==> config.mk <==
export PLATFORM = sky130hd
export DESIGN_NAME = gate_truth_sequencer
export DESIGN_NICKNAME = d
export VERILOG_FILES = /design/src/rtl/gate_seq_pkg.sv /design/src/rtl/hold_timer.sv /design/src/rtl/gate_truth_sequencer.sv
export SDC_FILE = /design/constraint.sdc
export NUM_CORES = 1
export LEC_CHECK = 0
export ABC_AREA = 0
export CORE_MARGIN = 4
export CORE_UTILIZATION = 55
export CTS_CLUSTER_SIZE = 14
export DETAILED_ROUTE_END_ITERATION = 8
export PLACE_DENSITY = 0.8
export SYNTH_ARGS = -nofsm -noshare
export SYNTH_HDL_FRONTEND = slang
export SYNTH_SLANG_ARGS = --single-unit
==> constraint.sdc <==
create_clock -name clk -period 3.3 [get_ports clk]
set_input_delay 0.33 -clock clk [delete_from_list [all_inputs] [get_ports clk]]
set_output_delay 0.33 -clock clk [all_outputs]
set_load 0.005 [all_outputs]
==> src/rtl/gate_seq_pkg.sv <==
// rtl/gate_seq_pkg.sv - shared types and constants for the gate truth-table sequencer
package gate_seq_pkg;

  typedef enum logic [1:0] {
    IDLE   = 2'd0,
    DRIVE  = 2'd1,
    SAMPLE = 2'd2,
    DONE   = 2'd3
  } state_t;

  localparam int VEC_COUNT = 4;
  localparam int IDX_W     = 2;

  localparam logic [IDX_W-1:0] LAST_IDX = IDX_W'(VEC_COUNT - 1);

endpackage

==> src/rtl/hold_timer.sv <==
// rtl/hold_timer.sv - saturating hold counter; expired flags the last cycle of a hold window
module hold_timer #(
  parameter int HOLD_CYCLES = 4,
  parameter int CNT_W       = 8
) (
  input  logic clk,
  input  logic rst_n,
  input  logic clear,
  input  logic en,
  output logic expired
);

  localparam logic [CNT_W-1:0] LIMIT = CNT_W'(HOLD_CYCLES);

  generate
    if (HOLD_CYCLES < 1) begin : g_bad_hold
      $error("hold_timer: HOLD_CYCLES must be >= 1");
    end
    if ((HOLD_CYCLES >> CNT_W) != 0) begin : g_bad_width
      $error("hold_timer: CNT_W too narrow for HOLD_CYCLES");
    end
  endgenerate

  logic [CNT_W-1:0] r_cnt;
  logic [CNT_W:0]   w_cnt_inc;

  // One extra bit so the increment cannot wrap when HOLD_CYCLES sits at the top of the range.
  assign w_cnt_inc = {1'b0, r_cnt} + (CNT_W + 1)'(1);
  assign expired   = en && (w_cnt_inc >= {1'b0, LIMIT});

  always_ff @(posedge clk or negedge rst_n) begin
    if (!rst_n) begin
      r_cnt <= '0;
    end else if (clear) begin
      r_cnt <= '0;
    end else if (en && (r_cnt != LIMIT)) begin
      r_cnt <= w_cnt_inc[CNT_W-1:0];
    end
  end

endmodule

==> src/rtl/gate_truth_sequencer.sv <==
// rtl/gate_truth_sequencer.sv - drives all {x,y} vectors into a 2-input gate, builds and checks its truth table
module gate_truth_sequencer
  import gate_seq_pkg::*;
#(
  parameter int HOLD_CYCLES = 4,
  parameter int CNT_W       = 8
) (
  input  logic                 clk,
  input  logic                 rst_n,
  input  logic                 start,
  input  logic                 abort,
  input  logic [VEC_COUNT-1:0] exp_tt,
  output logic                 x,
  output logic                 y,
  input  logic                 z,
  output logic                 busy,
  output logic                 done,
  output logic [VEC_COUNT-1:0] truth_tt,
  output logic                 match
);

  state_t               r_state;
  state_t               w_next;
  logic [IDX_W-1:0]     r_idx;
  logic [IDX_W-1:0]     w_idx_next;
  logic [VEC_COUNT-1:0] r_exp;
  logic [VEC_COUNT-1:0] r_truth;
  logic [VEC_COUNT-1:0] w_sampled_tt;
  logic                 r_x;
  logic                 r_y;
  logic                 r_match;
  logic                 w_accept;
  logic                 w_expired;

  hold_timer #(
    .HOLD_CYCLES (HOLD_CYCLES),
    .CNT_W       (CNT_W)
  ) u_hold_timer (
    .clk     (clk),
    .rst_n   (rst_n),
    .clear   (r_state != DRIVE),
    .en      (r_state == DRIVE),
    .expired (w_expired)
  );

  assign w_accept   = (r_state == IDLE) && start && !abort;
  assign w_idx_next = r_idx + IDX_W'(1);

  always_comb begin
    w_sampled_tt        = r_truth;
    w_sampled_tt[r_idx] = z;
  end

  always_comb begin
    w_next = r_state;
    case (r_state)
      IDLE:    if (w_accept) w_next = DRIVE;
      DRIVE:   if (abort) w_next = IDLE;
               else if (w_expired) w_next = SAMPLE;
      SAMPLE:  if (abort) w_next = IDLE;
               else if (r_idx == LAST_IDX) w_next = DONE;
               else w_next = DRIVE;
      DONE:    w_next = IDLE;
      default: w_next = IDLE;
    endcase
  end

  always_ff @(posedge clk or negedge rst_n) begin
    if (!rst_n) r_state <= IDLE;
    else        r_state <= w_next;
  end

  // match is resolved on the final SAMPLE edge so it is already valid while done is high.
  always_ff @(posedge clk or negedge rst_n) begin
    if (!rst_n) begin
      r_idx   <= '0;
      r_exp   <= '0;
      r_truth <= '0;
      r_x     <= 1'b0;
      r_y     <= 1'b0;
      r_match <= 1'b0;
    end else begin
      case (r_state)
        IDLE: begin
          if (w_accept) begin
            r_idx   <= '0;
            r_truth <= '0;
            r_match <= 1'b0;
            r_exp   <= exp_tt;
            r_x     <= 1'b0;
            r_y     <= 1'b0;
          end
        end
        DRIVE: begin
          if (abort) begin
            r_x     <= 1'b0;
            r_y     <= 1'b0;
            r_match <= 1'b0;
          end
        end
        SAMPLE: begin
          if (abort) begin
            r_x     <= 1'b0;
            r_y     <= 1'b0;
            r_match <= 1'b0;
          end else begin
            r_truth <= w_sampled_tt;
            if (r_idx == LAST_IDX) begin
              r_match <= (w_sampled_tt == r_exp);
            end else begin
              r_idx      <= w_idx_next;
              {r_x, r_y} <= w_idx_next;
            end
          end
        end
        DONE: begin
          r_x <= 1'b0;
          r_y <= 1'b0;
          if (abort) r_match <= 1'b0;
        end
        default: begin
          r_x <= 1'b0;
          r_y <= 1'b0;
        end
      endcase
    end
  end

  assign x        = r_x;
  assign y        = r_y;
  assign busy     = (r_state != IDLE);
  assign done     = (r_state == DONE) && !abort;
  assign truth_tt = r_truth;
  assign match    = r_match;

endmodule

==> results of run 1 <==
logic make-up (layout without fill, tap and decap cells):
| logic type | after synthesis | in the layout | synth area share [%] |
|---|---|---|---|
| xor+xnor | 12 | 12 | 7.89 |
| flops | 23 | 23 | 43.2 |
| fa+ha+maj | 6 | 6 | 5.64 |
| compound gates | 23 | 23 | 12.0 |
| mux | 9 | 9 | 7.14 |
| buf+inv | 14 | 29 | 5.07 |
| simple gates | 41 | 41 | 19.0 |
per-layer routing:
metal / vias to the layer above / routed length [um]
li1: 487 / -
met1: 494 / 1170
met2: 53 / 1310
met3: 4 / 226
met4: 0 / 8
met5: - / 0
registers in the layout, indices dropped and copies added (netlist names):
register            cells
r_exp                   4
truth_tt                4
y                       1
match                   1
u_hold_timer.r_cnt      8
x                       1
r_idx                   2
r_state                 2
stage by stage:
| step | cell area [um2] | util (%) | hold slack (ns) |
|---|---|---|---|
| after floorplan | 1330 | - | 0.0344 |
| after global placement | 1500 | 66.5 | 0.478 |
| after detailed placement | 1500 | 66.5 | 0.483 |
| after CTS | 1530 | 67.7 | 0.513 |
| after global routing | 1530 | 67.7 | 0.554 |
| final | 1530 | 67.7 | 0.511 |
worst paths after layout:
kind / from / end / slack [ns] / depth (start not counted)
setup / recovery: abort / done / 1.15 / 3
hold / removal: truth_tt[3] / truth_tt[3] / 0.51 / 1
setup reg to reg: u_hold_timer.r_cnt[0] / r_state[1] / 1.61 / 5
hold reg to reg: truth_tt[3] / truth_tt[3] / 0.51 / 1
max in group asynchronous: rst_n / truth_tt[2] / 2.11 / 1
min in group asynchronous: rst_n / u_hold_timer.r_cnt[3] / 0.56 / 1
power by group through the flow:
stage	logic [W]	clock network (W)	registers, W
global route	0.000380	0.000147	0.000438
finish	0.000349	0.000134	0.000425
CTS	0.000350	0.000136	0.000425
floorplan	0.000278	0	0.000397
detailed placement	0.000346	0	0.000431
global placement	0.000338	0	0.000426
final cells by class:
| class | instances | area, um2 |
|---|---|---|
| multi-input cells | 91 | 688 |
| repair buffers | 17 | 170 |
| clock buffers | 3 | 22.5 |
| clock inverters | 1 | 5.00 |
| fillers | 182 | 728 |
| well taps | 28 | 35.0 |
| inverters | 8 | 30.0 |
| flip-flops and latches | 23 | 576 |
cells in the final DEF (no fill, tap or decap), types with 2 or more instances in the layout:
cell type        Yosys  final
o32ai_1              3      3
nand2b_1             2      2
and4_1               2      2
xnor2_1             10     10
o21ai_0              2      2
nand3_1              6      6
dfrtp_1             23     23
clkbuf_4             0      3
nand2_1              6      6
nor2_1               9      9
xor2_1               2      2
a32o_1               3      3
nor3_1               2      2
o21ai_1              3      3
inv_1                8      8
nor4_1               2      2
or2_2                2      2
clkdlybuf4s50_1      0     17
a21oi_1              6      6
ha_1                 6      6
mux2_2               4      4
mux2i_1              5      5
nand3b_1             2      2
worst reg2reg max path, stage by stage (launching register included):
cell and delay (ns):
dfrtp_1 0.48, ha_1 0.28, and4_1 0.24, and4_1 0.20, o2111ai_1 0.27, and2_1 0.16
==> impl_metrics.tcl, run 1 <==
set metrics [dict create \
    post-route-period-util_pct 65.1 \
    synth_edf_count 0 \
    nNetsFinal 159 \
    grt_antenna_before_repair 0 \
    p_switching_w 0.000334 \
    area_growth_pct 14.7 \
    synth_largest_area_cell "dfrtp_1" \
    die_h_um 57.2 \
    die_area_um2 3270 \
    finalHoldViolCount 0 \
    status "finished, final reports clean" \
    drt_iter0_markers 34 \
    peakVddDrop_v 0.000359 \
    synth_most_common_cell "dfrtp_1" \
    syn_area_um2 1330 \
    final.min_clock_period_ns 2.15 \
    ioPinCount 18 \
    path_buf_inv 2 \
    busiest_layer "met2" \
    hold_class "flop to flop" \
    switching_share_pct 36.8 \
    port_buffers 17 \
    die_x_um 57.2 \
    cp_slowest_stage_delay_ns 0.68 \
    syn_inst 128 \
    synthesis.nets 143 \
    power_frac_clock_pct 14.8 \
    leakage_nw 0.617 \
    cts_resized 0 \
    crit_slowest_cell "clkdlybuf4s50_1" \
    synth_area_per_cell_um2 10.4 \
    clockBufferDepth 2 \
    place_ws_ns 1.05 \
    dp_hpwl_um 1920 \
    powerDensity_nw_per_um2 595 \
    cp_top_family "buffers and inverters" \
    dp_cells 167 \
    fp-row-count 17 \
    maxSlewViolCount 0 \
    crit_chain "clkdlybuf4s50_1, nor3_1, clkdlybuf4s50_1" \
    cap_violations 0 \
    synth_area_leaders "dfrtp_1, xnor2_1, ha_1, mux2i_1, mux2_2" \
    gr-usage-all-layers_pct 17.2 \
    via_per_inst 6.07 \
    synth_cell_types 39 \
    clkTransAtPathRegs_ns 0.12 \
    fin_skew_ns 0.0132 \
    drt_pass1_iterations 4 \
    p_total_w 0.000908 \
    cts_hold_buf 0 \
    synth_common_cells "dfrtp_1, xnor2_1, nor2_1" \
    place.gp.congestion 0.822 \
    tns_ns 0 \
    first_global_vias 972 \
    grt_util_met3_pct 2.71 \
    cpMostUsedCell "clkdlybuf4s50_1" \
    initial_core_util_pct 59.0 \
    post-cts-setup-buffers 0 \
    ys.flop_type "dfrtp_1" \
    yosys_warnings 0 \
    antennaDiodeCount 0 \
    rsz0062_at_grt "false" \
    critPathRequiredTime_ns 2.97 \
    postRouteAntennaNets 0 \
    cts.htree.levels 1 \
    coreArea_um2 2250 \
    critPathMaxFanout 12 \
    cts_buffers 3 \
    fmax_mhz 466 \
    routedWlPerCell_um 15.9 \
    sequentialPowerShare_pct 46.8 \
    setup_viol 0 \
    drc 0 \
    end_kind "primary output" \
    instances_no_fill 171 \
    drive_above_1_share_pct 9.09 \
    finalWirelength_um 2710 \
    fin_ws_ns 1.15 \
    cts-root-buf "clkbuf_4" \
    via_count 1038 \
    slew_headroom_pct 30.8 \
    grtUsageMet2_pct 28.9 \
    grt_max_degree 24 \
    cts_tree "done" \
    numClockSinks 23 \
    synthArstFlopShare_pct 100 \
    worst-slew-pin-transition_ns 1.03 \
    critPathLaunchType "input pin" \
    intPower_w 0.000574 \
    grt_overflow 0 \
    grt_pass1_wl_um 4460 \
    synth-seq-cells 23 \
    cp.arrival_ns 1.82 \
    crit_type "input pin to primary output" \
    combPwrFrac_pct 38.4 \
    use_met1_pct 23.1 \
    ys_seq_area_share_pct 43.2 \
    yosys.area.top_type_share_pct 43.2 \
    clkLatencyLatePin_ns 0.32 \
]
No activity file was read; power rests on OpenSTA's default activity.
==> run 2, diff against run 1 <==
Settings changed: CORE_UTILIZATION 55 to 54, PLACE_DENSITY 0.8 to 0.79.
Clock period 3.3 ns to 2.2 ns, I/O delays scaled along.
==> impl_metrics.tcl, run 2 (synthesis gave the netlist of run 1 again) <==
set metrics [dict create \
    status "finished, final reports clean" \
    critPathLaunchType "flop" \
    cp.arrival_ns 1.78 \
    via_count 1041 \
    reg2reg_depth 5 \
    hold_class "input pin to asynchronous set/reset pin" \
    clockBufferDepth 2 \
    final_common_cell "dfrtp_1" \
    crit_type "flop to primary output" \
    cts-root-buf "clkbuf_4" \
    coreArea_um2 2280 \
    ioPinCount 18 \
    die_x_um 57.7 \
    nNetsFinal 163 \
    cp_slowest_stage_delay_ns 0.58 \
    rr_endpoint "r_state[1]" \
    leakage_nw 0.637 \
    combPwrFrac_pct 38.8 \
    power_frac_clock_pct 14.4 \
    slew_headroom_pct 68.9 \
    worst-slew-pin-transition_ns 0.464 \
    cts.htree.levels 1 \
    die_area_um2 3320 \
    critPathMaxFanout 9 \
    finalHoldViolCount 0 \
    dpl_cell_area_um2 1530 \
    crit_chain "inv_1, nor3_1, clkdlybuf4s50_1" \
    via_per_inst 5.95 \
    first_global_vias 1008 \
    cap_violations 0 \
    switching_share_pct 37.0 \
    cts_hold_buf 0 \
    p_switching_w 0.000511 \
    cts_resized 0 \
    drt_iter0_markers 27 \
    tns_ns 0 \
    grt_pass1_wl_um 4580 \
    fillers 175 \
    critPathRequiredTime_ns 1.98 \
    maxSlewViolCount 0 \
    dp_hpwl_um 2030 \
    cts_tree "done" \
    drt_pass1_iterations 4 \
    end_kind "primary output" \
    intPower_w 0.000870 \
    cts_buffers 3 \
    gr-usage-all-layers_pct 17.6 \
    grt_overflow 0 \
    area_growth_pct 16.9 \
    grt_antenna_before_repair 0 \
    post-cts-setup-buffers 0 \
    numClockSinks 23 \
    crit_slowest_cell "dfrtp_1" \
    final_cell_mix "dfrtp_1, clkdlybuf4s50_1, xnor2_1, nor2_1, inv_1" \
    clkLatencyLatePin_ns 0.31 \
    drc 0 \
    post-route-util_pct 68.4 \
    routedWlPerCell_um 15.6 \
    final.min_clock_period_ns 2.00 \
    largest_register "u_hold_timer.r_cnt" \
    grt_max_degree 24 \
    ff2ff_setup_slack_ns 0.51 \
    peakVddDrop_v 0.000656 \
    final_area_um2 1560 \
    fin_skew_ns 0.00804 \
    sequentialPowerShare_pct 46.7 \
    drive_above_1_share_pct 11.6 \
    rsz0062_at_grt "false" \
    largest_register_ffs 8 \
    postRouteAntennaNets 0 \
    setup_viol 0 \
    finalWirelength_um 2730 \
    antennaDiodeCount 0 \
    die_h_um 57.7 \
    port_buffers 17 \
    initial_core_util_pct 58.5 \
    place.gp.congestion 0.848 \
    post-route-period-util_pct 91.0 \
    powerDensity_nw_per_um2 887 \
    clkTransAtPathRegs_ns 0.13 \
    fmax_mhz 500 \
    r2r-start "u_hold_timer.r_cnt[0]" \
    fp-row-count 17 \
]
==> run 2: cell count changes in the layout (fill, tap and decap cells not counted), sizes merged <==
cell  delta
buf      +4
==> run 2: cell type report <==
class | count | area, um2 | share of cell area [%]
Multi-Input combinational cell | 91 | 688 | 44.2
Tap cell | 28 | 35.0 | 2.25
Clock inverter | 1 | 5.00 | 0.322
Inverter | 8 | 30.0 | 1.93
Clock buffer | 3 | 22.5 | 1.45
Timing Repair Buffer | 21 | 200 | 12.9
Sequential cell | 23 | 576 | 37.0
==> run 2: layer usage <==
layer | GRT usage (%) | wire [um] | vias up
met5 | 0 | 0 | -
met4 | 6.29 | 45 | 0
met3 | 2.45 | 119 | 8
met2 | 28.1 | 1240 | 36
met1 | 24.3 | 1320 | 497
li1 | - | - | 500
==> run 2: worst max-delay path: cells and delay by family, from the launching register on <==
| kind | cells | cell delay [ns] |
|---|---|---|
| buffers and inverters | 2 | 0.71 |
| flip-flops | 1 | 0.58 |
| AND/OR/NAND/NOR | 1 | 0.19 |
==> run 2: worst max path at each step <==
stage	start	to	slack (ns)	depth (start not counted)
floorplan	u_hold_timer.r_cnt[0]	r_state[1]	0.74	5
global placement	abort	r_exp[1]	0.30	4
detailed placement	abort	r_exp[0]	0.28	4
CTS	r_state[0]	done	0.19	3
global route	r_state[0]	done	0.13	3
finish	r_state[0]	done	0.20	3
==> run 2: power by group through the flow <==
stage	registers, W	clock network, W	logic (W)
6_report	0.000645	0.000199	0.000536
3_5_place_dp	0.000652	0	0.000535
5_1_grt	0.000660	0.000224	0.000591
3_3_place_gp	0.000642	0	0.000515
2_1_floorplan	0.000595	0	0.000417
4_1_cts	0.000642	0.000205	0.000538
==> run 2: through the flow <==
stage,total power [W],hold slack [ns],std cells,setup WS [ns]
final,0.00138,0.233,175,0.198
after global routing,0.00148,0.249,175,0.128
after CTS,0.00138,0.247,175,0.195
after detailed placement,0.00119,0.500,171,0.281
after global placement,0.00116,0.486,171,0.304
after floorplan,0.00101,-0.0756,128,0.742
